[config.mk]
export PLATFORM = sky130hd
export DESIGN_NAME = garage_door_plant
export DESIGN_NICKNAME = d
export VERILOG_FILES = /design/src/rtl/garage_pkg.sv /design/src/rtl/garage_door_plant_step_timer.sv /design/src/rtl/garage_door_plant.sv
export SDC_FILE = /design/constraint.sdc
export NUM_CORES = 1
export LEC_CHECK = 0
export ABC_CLOCK_PERIOD_IN_PS = 4400
export CAP_MARGIN = 25
export CORE_UTILIZATION = 40
export CTS_BUF_LIST = sky130_fd_sc_hd__clkbuf_8 sky130_fd_sc_hd__clkbuf_16
export DETAILED_ROUTE_END_ITERATION = 8
export PLACE_DENSITY = 0.66
export SYNTH_ARGS = -nofsm -noshare
export SYNTH_HDL_FRONTEND = slang
export SYNTH_SLANG_ARGS = --single-unit
[constraint.sdc]
create_clock -name clk -period 4.4 [get_ports clk]
set_input_delay 0.88 -clock clk [delete_from_list [all_inputs] [get_ports clk]]
set_output_delay 0.88 -clock clk [all_outputs]
set_load 0.01 [all_outputs]
[src/rtl/garage_pkg.sv]
// Shared types and constants for the garage door controller and its plant model.
// Holds the door mechanism state encoding, the controller state encoding,
// default timing constants and a width helper.
package garage_pkg;

  typedef enum logic [2:0] {
    DOOR_STOPPED   = 3'd0,
    DOOR_SPINUP_UP = 3'd1,
    DOOR_SPINUP_DN = 3'd2,
    DOOR_RUN_UP    = 3'd3,
    DOOR_RUN_DN    = 3'd4,
    DOOR_FAULT     = 3'd5
  } door_state_e;

  typedef enum logic [2:0] {
    CTRL_IDLE    = 3'd0,
    CTRL_OPENING = 3'd1,
    CTRL_OPEN    = 3'd2,
    CTRL_CLOSING = 3'd3,
    CTRL_CLOSED  = 3'd4,
    CTRL_ERROR   = 3'd5
  } ctrl_state_e;

  // Bits needed to hold every value in 0..max_val (never less than 1).
  function automatic int unsigned width_for(input int unsigned max_val);
    int unsigned w;
    w = $clog2(max_val + 1);
    return (w < 1) ? 1 : w;
  endfunction

  localparam int unsigned DEF_TRAVEL_TICKS = 1000;
  localparam int unsigned DEF_PRESCALE     = 100;
  localparam int unsigned DEF_START_DELAY  = 4;
  localparam int unsigned DEF_POS_W        = width_for(DEF_TRAVEL_TICKS);

endpackage

[src/rtl/garage_door_plant_step_timer.sv]
// Up-counter shared by spin-up and prescale timing.
//   clk, reset : clock, synchronous active-high reset
//   clr        : force the count to 0 (takes priority over en)
//   en         : advance the count this cycle
//   tc         : terminal count; the count wraps to 0 after reaching it
//   tc_pulse   : single-cycle pulse while enabled and sitting at tc
module step_timer #(
  parameter int unsigned CNT_W = 8
) (
  input  logic             clk,
  input  logic             reset,
  input  logic             clr,
  input  logic             en,
  input  logic [CNT_W-1:0] tc,
  output logic             tc_pulse
);

  logic [CNT_W-1:0] cnt_q, cnt_d;

  always_comb begin
    tc_pulse = en && !clr && (cnt_q == tc);
    cnt_d    = cnt_q;
    if (clr)
      cnt_d = '0;
    else if (en)
      cnt_d = tc_pulse ? '0 : cnt_q + CNT_W'(1);
  end

  always_ff @(posedge clk) begin
    if (reset) cnt_q <= '0;
    else       cnt_q <= cnt_d;
  end

endmodule

[src/rtl/garage_door_plant.sv]
// Stand-in for the physical garage door: turns motor commands into position
// and limit-switch signals, with spin-up delay, finite travel, end-stop
// saturation and a latched fault on contradictory commands.
//   clk, reset     : clock, synchronous active-high reset
//   up_m, dn_m     : motor drive toward open / closed
//   up_max, dn_max : limit switches (pos at full open / closed)
//   pos            : door position, 0 = closed
//   moving         : motor running (RUN_UP / RUN_DN)
//   fault          : both commands seen together; cleared only by reset
module garage_door_plant
  import garage_pkg::*;
#(
  parameter int unsigned TRAVEL_TICKS = DEF_TRAVEL_TICKS,
  parameter int unsigned PRESCALE     = DEF_PRESCALE,
  parameter int unsigned START_DELAY  = DEF_START_DELAY,
  parameter int unsigned POS_W        = DEF_POS_W
) (
  input  logic             clk,
  input  logic             reset,
  input  logic             up_m,
  input  logic             dn_m,
  output logic             up_max,
  output logic             dn_max,
  output logic [POS_W-1:0] pos,
  output logic             moving,
  output logic             fault
);

  localparam int unsigned CNT_MAX = (PRESCALE > START_DELAY) ? PRESCALE - 1 : START_DELAY - 1;
  localparam int unsigned CNT_W   = width_for(CNT_MAX);

  door_state_e      state_q, state_d;
  logic [POS_W-1:0] pos_q, pos_d;
  logic             up_max_q, dn_max_q;
  logic             tmr_clr, tmr_en, tmr_tc;
  logic [CNT_W-1:0] tmr_limit;

  // Spin-up and prescale never overlap, so one counter serves both; it wraps
  // to 0 on its terminal pulse, which also clears it on entry to RUN_x.
  assign tmr_limit = (state_q == DOOR_SPINUP_UP || state_q == DOOR_SPINUP_DN)
                     ? CNT_W'(START_DELAY - 1) : CNT_W'(PRESCALE - 1);

  step_timer #(.CNT_W(CNT_W)) u_timer (
    .clk      (clk),
    .reset    (reset),
    .clr      (tmr_clr),
    .en       (tmr_en),
    .tc       (tmr_limit),
    .tc_pulse (tmr_tc)
  );

  always_ff @(posedge clk) begin
    if (reset) begin
      state_q  <= DOOR_STOPPED;
      pos_q    <= '0;
      up_max_q <= 1'b0;
      dn_max_q <= 1'b1;
    end else begin
      state_q  <= state_d;
      pos_q    <= pos_d;
      // Limits follow the new position on the same edge.
      up_max_q <= (pos_d == POS_W'(TRAVEL_TICKS));
      dn_max_q <= (pos_d == '0);
    end
  end

  always_comb begin
    state_d = state_q;
    pos_d   = pos_q;
    tmr_clr = 1'b1;
    tmr_en  = 1'b0;
    if (state_q != DOOR_FAULT && up_m && dn_m) begin
      state_d = DOOR_FAULT;
    end else begin
      unique case (state_q)
        DOOR_STOPPED: begin
          if (up_m)      state_d = DOOR_SPINUP_UP;
          else if (dn_m) state_d = DOOR_SPINUP_DN;
        end
        DOOR_SPINUP_UP, DOOR_SPINUP_DN: begin
          if ((state_q == DOOR_SPINUP_UP) ? !up_m : !dn_m) begin
            state_d = DOOR_STOPPED;
          end else begin
            tmr_clr = 1'b0;
            tmr_en  = 1'b1;
            if (tmr_tc)
              state_d = (state_q == DOOR_SPINUP_UP) ? DOOR_RUN_UP : DOOR_RUN_DN;
          end
        end
        DOOR_RUN_UP: begin
          if (!up_m) begin
            state_d = DOOR_STOPPED;
          end else begin
            tmr_clr = 1'b0;
            tmr_en  = 1'b1;
            if (tmr_tc && pos_q != POS_W'(TRAVEL_TICKS)) pos_d = pos_q + POS_W'(1);
          end
        end
        DOOR_RUN_DN: begin
          if (!dn_m) begin
            state_d = DOOR_STOPPED;
          end else begin
            tmr_clr = 1'b0;
            tmr_en  = 1'b1;
            if (tmr_tc && pos_q != '0) pos_d = pos_q - POS_W'(1);
          end
        end
        DOOR_FAULT: state_d = DOOR_FAULT;
        default:    state_d = DOOR_STOPPED;
      endcase
    end
  end

  always_comb begin
    moving = (state_q == DOOR_RUN_UP) || (state_q == DOOR_RUN_DN);
    fault  = (state_q == DOOR_FAULT);
  end

  assign pos    = pos_q;
  assign up_max = up_max_q;
  assign dn_max = dn_max_q;

endmodule

==> results.cfg, run 1 <==
[run_status]
outcome = finished, final reports clean

[synthesis]
synthCells = 177
yosysSeqAreaShare_pct = 30.40
syn-cell-area_sq_mm = 0.001449
synth_edf_count = 0
ys_async_sr_fraction_pct = 0
synth.distinct_cells = 51
yosysWarnings = 0
synthesis.nets = 184
ys.flop_type = dfxtp_1
avgSynthCellArea_sq_um = 8.186
yosys_register_bits = 22

[sta]
fmax_mhz = 284.8
max_slew.worst_pin.slew_ps = 607.1
hold_viol_final = 0
rsz0062_at_grt = false
clock_skew_ps = 1.277
slew_headroom_pct = 59.38
post-route-period-util_pct = 79.80
fin_crit_ps = 3511
finalSetupTns_ps = 0
setup_viol = 0
slew_violations = 0

[min_path]
hold_path_class = reg -> reg
min_from = u_timer.cnt_q[0]

[floorplan]
initial_utilization_pct = 42.42
ioPinCount = 18
die-area_sq_mm = 0.003867
rows = 21
die_w_microns = 62.19
fp.coreArea_sq_mm = 0.003416
die_h_microns = 62.19

[routing]
drt_iter0_drc = 66
via_count = 1356
wl_per_cell_microns = 14.33
post_drt_via_cell_ratio = 5.722
dr.pass1.iters = 5
drc = 0
wl_mm = 3.397
final_antenna_net_count = 0

[cts]
clk_pin_slew_ps = 80
clock-root-buffer = clkbuf_8
numCtsBuffers = 3
cts_setup_buffers = 0
tritoncts = done
holdBufCountCts = 0
clk_latency_ps = 260
h-tree-depth = 1
cts_resized = 0
cts.sinks = 22
clock_path_buffers = 2

[critical_path]
critPathKind = in -> reg
cp_max_fo = 21
crit_arrival_ps = 3670
start_kind = input pin
worstReg2RegStart = state_q[2]
end_kind = register
required_ps = 4560
crit_start = up_m

[finish]
syn2layout_area_growth_pct = 17.70
antenna_cells = 0
final_util_pct = 49.93
drive_gt1_share_pct = 8.901
fillers = 348
finalNetCount = 199

[grt]
grt_pass1_wl_mm = 5.623
gr-usage-all-layers_pct = 18.04
grt_pass1_vias = 1283
grt_max_degree = 22
antenna_found_initial = 0
grt-ovfl-total = 0

[pwr]
p_leak_uw = 0.0005811
ir_drop_mv = 0.2290
powerDensity_mw_per_mm2 = 227.8

[run]
drv_cap = 0

[placed_design]
numPortBuffers = 17
gp_congestion = 0.8614
hpwlAfterDp_mm = 2.480
logic make-up (layout without fill, tap and decap cells):
family                     after synthesis  after routing  share of synthesized area [%]
buffers and inverters                   17             31                          5.181
and+or+nand+nor                         86             86                          33.16
adders and majority gates                3              3                          2.591
xor gates and xnor gates                16             16                          9.672
muxes                                    1              1                         0.6909
DFF                                     22             22                          30.40
AOI/OAI and AO/OA                       32             32                          18.31
worst paths after layout:
| path | end | slack (ps) | cells past startpoint |
|---|---|---|---|
| setup / recovery | up_max | 890 | 10 |
| hold / removal | u_timer.cnt_q[0] | 450 | 1 |
| setup reg to reg | dn_max | 1450 | 8 |
| hold reg to reg | u_timer.cnt_q[0] | 450 | 1 |
synthesized netlist by cell type, types with 2 or more instances:
master    instances  area share [%]
clkbuf_1          6             1.6
inv_1             6             1.6
and3_1            2            0.86
nor2_1           25             6.5
a21oi_1           4             1.4
nor4_1            9             3.9
and4_1            2             1.2
xnor2_1           9             5.4
or4_4             2             1.6
nand2b_1          3             1.3
xor2_1            7             4.2
nand3_1           8             2.8
nand2_1          10             2.6
nor3_1            7             2.4
o21ai_0           6             2.1
buf_2             3             1.0
a32oi_1           2             1.2
o211ai_1          2             1.0
ha_1              3             2.6
nor4bb_1          2             1.4
nand4_1           3             1.3
and2_1            2            0.86
a31oi_1           2            0.86
nor2b_1           4             1.7
dfxtp_1          22              30
layer usage:
metal / share of wire, % / global-route usage [%] / wire length, microns / vias to the layer above
li1: - / - / - / 674
met1: 47 / 21.57 / 1606 / 644
met2: 47 / 31.87 / 1606 / 34
met3: 4.2 / 3.676 / 141 / 4
met4: 1.2 / 6.105 / 42 / 0
met5: 0 / 0 / 0 / -
report_power, final:
part | total, uW | switching, uW | internal, uW
Clock | 145 | 64.8 | 79.7
Sequential | 208 | 6.72 | 201
Combinational | 35.9 | 20.1 | 15.8
cells in the final DEF, fill, tap and decap left out, drive strengths merged, types with 3 or more instances in the layout:
cell / instances
nor3: 8
inv: 7
nor2: 25
xor2: 7
or4: 3
xnor2: 9
nand2b: 3
ha: 3
dfxtp: 22
o21ai: 7
nand3: 8
buf: 3
nand2: 10
nor4: 10
nand4: 3
clkbuf: 4
nor2b: 4
clkdlybuf4s50: 17
a31oi: 3
a21oi: 4
cell type report:
type	count	area [sq um]	area share, %
clock buffers	4	55.05	3.228
inverters	7	26.28	1.541
repair buffers	20	192.7	11.30
well taps	46	57.56	3.375
multi-input cells	138	933.4	54.73
flip-flops and latches	22	440.4	25.83
per-stage QoR:
| stage | worst slack (ps) | instance area (sq um) | hold WS (ps) | total power, uW | instances |
|---|---|---|---|---|---|
| floorplan | 1609 | 1449 | 417.6 | 236.1 | 177 |
| finish | 888.9 | 1705 | 454.9 | 388.4 | 237 |
| global placement | 833.2 | 1650 | 435.7 | 247.4 | 233 |
| global route | 757.2 | 1705 | 465.0 | 402.1 | 237 |
| CTS | 926.6 | 1705 | 453.8 | 391.3 | 237 |
| detailed placement | 672.8 | 1650 | 441.1 | 248.5 | 233 |
worst max-delay path: stages:
cell and delay [ps]:
clkdlybuf4s50_1 460, buf_4 180, nor4bb_1 390, a22o_1 270, o211ai_1 110, buf_4 220, nor4_1 430, xnor2_1 110
a211oi_1 370, and4b_1 240
flip-flops by register name, indices dropped and copies added, names as in the netlist:
signal         cells
state_q            3
dn_max             1
pos               10
u_timer.cnt_q      7
up_max             1
No activity file was read; power rests on OpenSTA's default activity.
==> run 2: changes to the inputs <==
--- a/config.mk
+++ b/config.mk
@@ -5,7 +5,7 @@
 export SDC_FILE = /design/constraint.sdc
 export NUM_CORES = 1
 export LEC_CHECK = 0
-export ABC_CLOCK_PERIOD_IN_PS = 4400
+export ABC_CLOCK_PERIOD_IN_PS = 3400
 export CAP_MARGIN = 25
 export CORE_UTILIZATION = 40
 export CTS_BUF_LIST = sky130_fd_sc_hd__clkbuf_8 sky130_fd_sc_hd__clkbuf_16
==> constraint.sdc (replaced) <==
create_clock -name clk -period 3.4 [get_ports clk]
set_input_delay 0.68 -clock clk [delete_from_list [all_inputs] [get_ports clk]]
set_output_delay 0.68 -clock clk [all_outputs]
set_load 0.01 [all_outputs]
==> run 2 against run 1 <==
Compared with the run above: cell count rose by 0.42%; die area did not move; core utilization rose by 0.59 points; first-iteration DRC count rose by 79%; worst hold slack got worse by 4.4 ps; via count rose by 1.5%; critical path type unchanged; critical endpoint unchanged; largest power group unchanged.
==> results.cfg, run 2 (synthesis results as in run 1) <==
[sta]
setup_slack_ps = 289.2
slew_violations = 0
finalSetupTns_ps = 0
slew_headroom_pct = 61.45
fmax_mhz = 321.5
clock_skew_ps = 4.569
fin_crit_ps = 3111
post-route-period-util_pct = 91.49
hold_viol_final = 0
rsz0062_at_grt = false
max_slew.worst_pin.slew_ps = 576.4
setup_viol = 0

[floorplan]
die-area_sq_mm = 0.003867
initial_utilization_pct = 42.42
die_h_microns = 62.19
fp.coreArea_sq_mm = 0.003416
die_w_microns = 62.19
rows = 21
ioPinCount = 18

[finish]
multi_input_area_sq_um = 933.4
syn2layout_area_growth_pct = 19.08
final_util_pct = 50.51
finalNetCount = 200
drive_gt1_share_pct = 9.375
final_common_cell = nor2_1
final_cell_mix = nor2_1 (25), dfxtp_1 (22), clkdlybuf4s50_1 (17)
area.sequential_sq_um = 440.4
antenna_cells = 0
largest_reg_flops = 10
fillers = 330

[min_path]
hold_path_class = reg -> reg

[pwr]
p_leak_uw = 0.0005929
ir_drop_mv = 0.1239
powerDensity_mw_per_mm2 = 294.7

[grt]
grt_pass1_wl_mm = 5.982
grt_max_degree = 22
grt-busiest-layer = met2
antenna_found_initial = 0
grt-ovfl-total = 0
gr-usage-met2_pct = 32.14
use_met1_pct = 22.75
grt_pass1_vias = 1345
gr-usage-all-layers_pct = 18.91
met3_usage_pct = 4.044

[cts]
cts_resized = 0
numCtsBuffers = 3
holdBufCountCts = 0
clk_pin_slew_ps = 80
cts_setup_buffers = 0
h-tree-depth = 1
cts.sinks = 22
clk_latency_ps = 260
clock_path_buffers = 2
tritoncts = done
clock-root-buffer = clkbuf_8

[routing]
dr.pass1.iters = 5
final_antenna_net_count = 0
via_count = 1376
post_drt_via_cell_ratio = 5.782
wl_mm = 3.471
wl_per_cell_microns = 14.58
drc = 0
drt_iter0_drc = 118

[placed_design]
numPortBuffers = 17
hpwlAfterDp_mm = 2.504
pre_cts_slack_ps = 43.92
gp_congestion = 0.9346

[critical_path]
start_kind = input pin
end_kind = register
worstPathCellList = clkdlybuf4s50_1, nor4bb_1, a22o_1, o211ai_1, buf_12, nor2_1, a31oi_4, xnor2_1, nor4b_2, and4b_1
critPathKind = in -> reg
required_ps = 3610
critPathMaxStageDelay_ps = 470
cp_max_fo = 21
cp_slowest_cell = clkdlybuf4s50_1
crit_arrival_ps = 3320
critPathTopFamily = simple AND/OR/NAND/NOR gates
timing.critical_path.buf_inv = 2

[run]
drv_cap = 0

[run_status]
outcome = finished, final reports clean
[run 2: changes by cell type in the layout (fill, tap and decap cells not counted)]
cell,previous run,this run
buf_12,0,1
[run 2: layout make-up]
cell class                 instances  share of cell area, %
clock buffer                       4                  3.191
inverter                           7                  1.523
multi-input combinational        138                  54.10
sequential                        22                  25.53
tap                               46                  3.336
timing repair buffer              21                  12.33
[run 2: power by group]
group	total (uW)	switching, uW	internal (uW)
logic	48.2	26.8	21.4
registers	270	8.99	261
clock network	191	87.4	103
total	509	123	385
[run 2: final timing paths]
path,startpoint,end,slack [ps],depth (start not counted)
worst max-delay path,up_m,up_max,290,10
worst min-delay path,u_timer.cnt_q[0],u_timer.cnt_q[0],450,1
worst max register to register,state_q[0],up_max,600,9
worst min register to register,u_timer.cnt_q[0],u_timer.cnt_q[0],450,1
[run 2: per-layer routing]
layer  vias to the layer above  part of all wire (%)  routed length (microns)
li1                        681                     -                        -
met1                       655                    45                     1571
met2                        34                    49                     1714
met3                         6                   3.8                      133
met4                         0                   1.5                       51
met5                         -                     0                        0
[run 2: through the flow]
step	instances	hold WS [ps]	power [uW]	instance area [sq um]
after floorplan	177	417.6	305.5	1449
after global placement	234	434.6	321.5	1670
after detailed placement	234	442.5	323.6	1670
after CTS	238	454.0	517.0	1725
after global routing	238	485.7	533.5	1725
final	238	450.5	508.5	1725
==> run 3: changes to the inputs <==
--- a/config.mk
+++ b/config.mk
@@ -5,11 +5,11 @@
 export SDC_FILE = /design/constraint.sdc
 export NUM_CORES = 1
 export LEC_CHECK = 0
-export ABC_CLOCK_PERIOD_IN_PS = 3400
 export CAP_MARGIN = 25
 export CORE_UTILIZATION = 40
 export CTS_BUF_LIST = sky130_fd_sc_hd__clkbuf_8 sky130_fd_sc_hd__clkbuf_16
 export DETAILED_ROUTE_END_ITERATION = 8
+export HOLD_SLACK_MARGIN = 0.08
 export PLACE_DENSITY = 0.66
 export SYNTH_ARGS = -nofsm -noshare
 export SYNTH_HDL_FRONTEND = slang
==> results of run 3 <==
The final DEF is identical to that of run 2; final timing and power are the same.
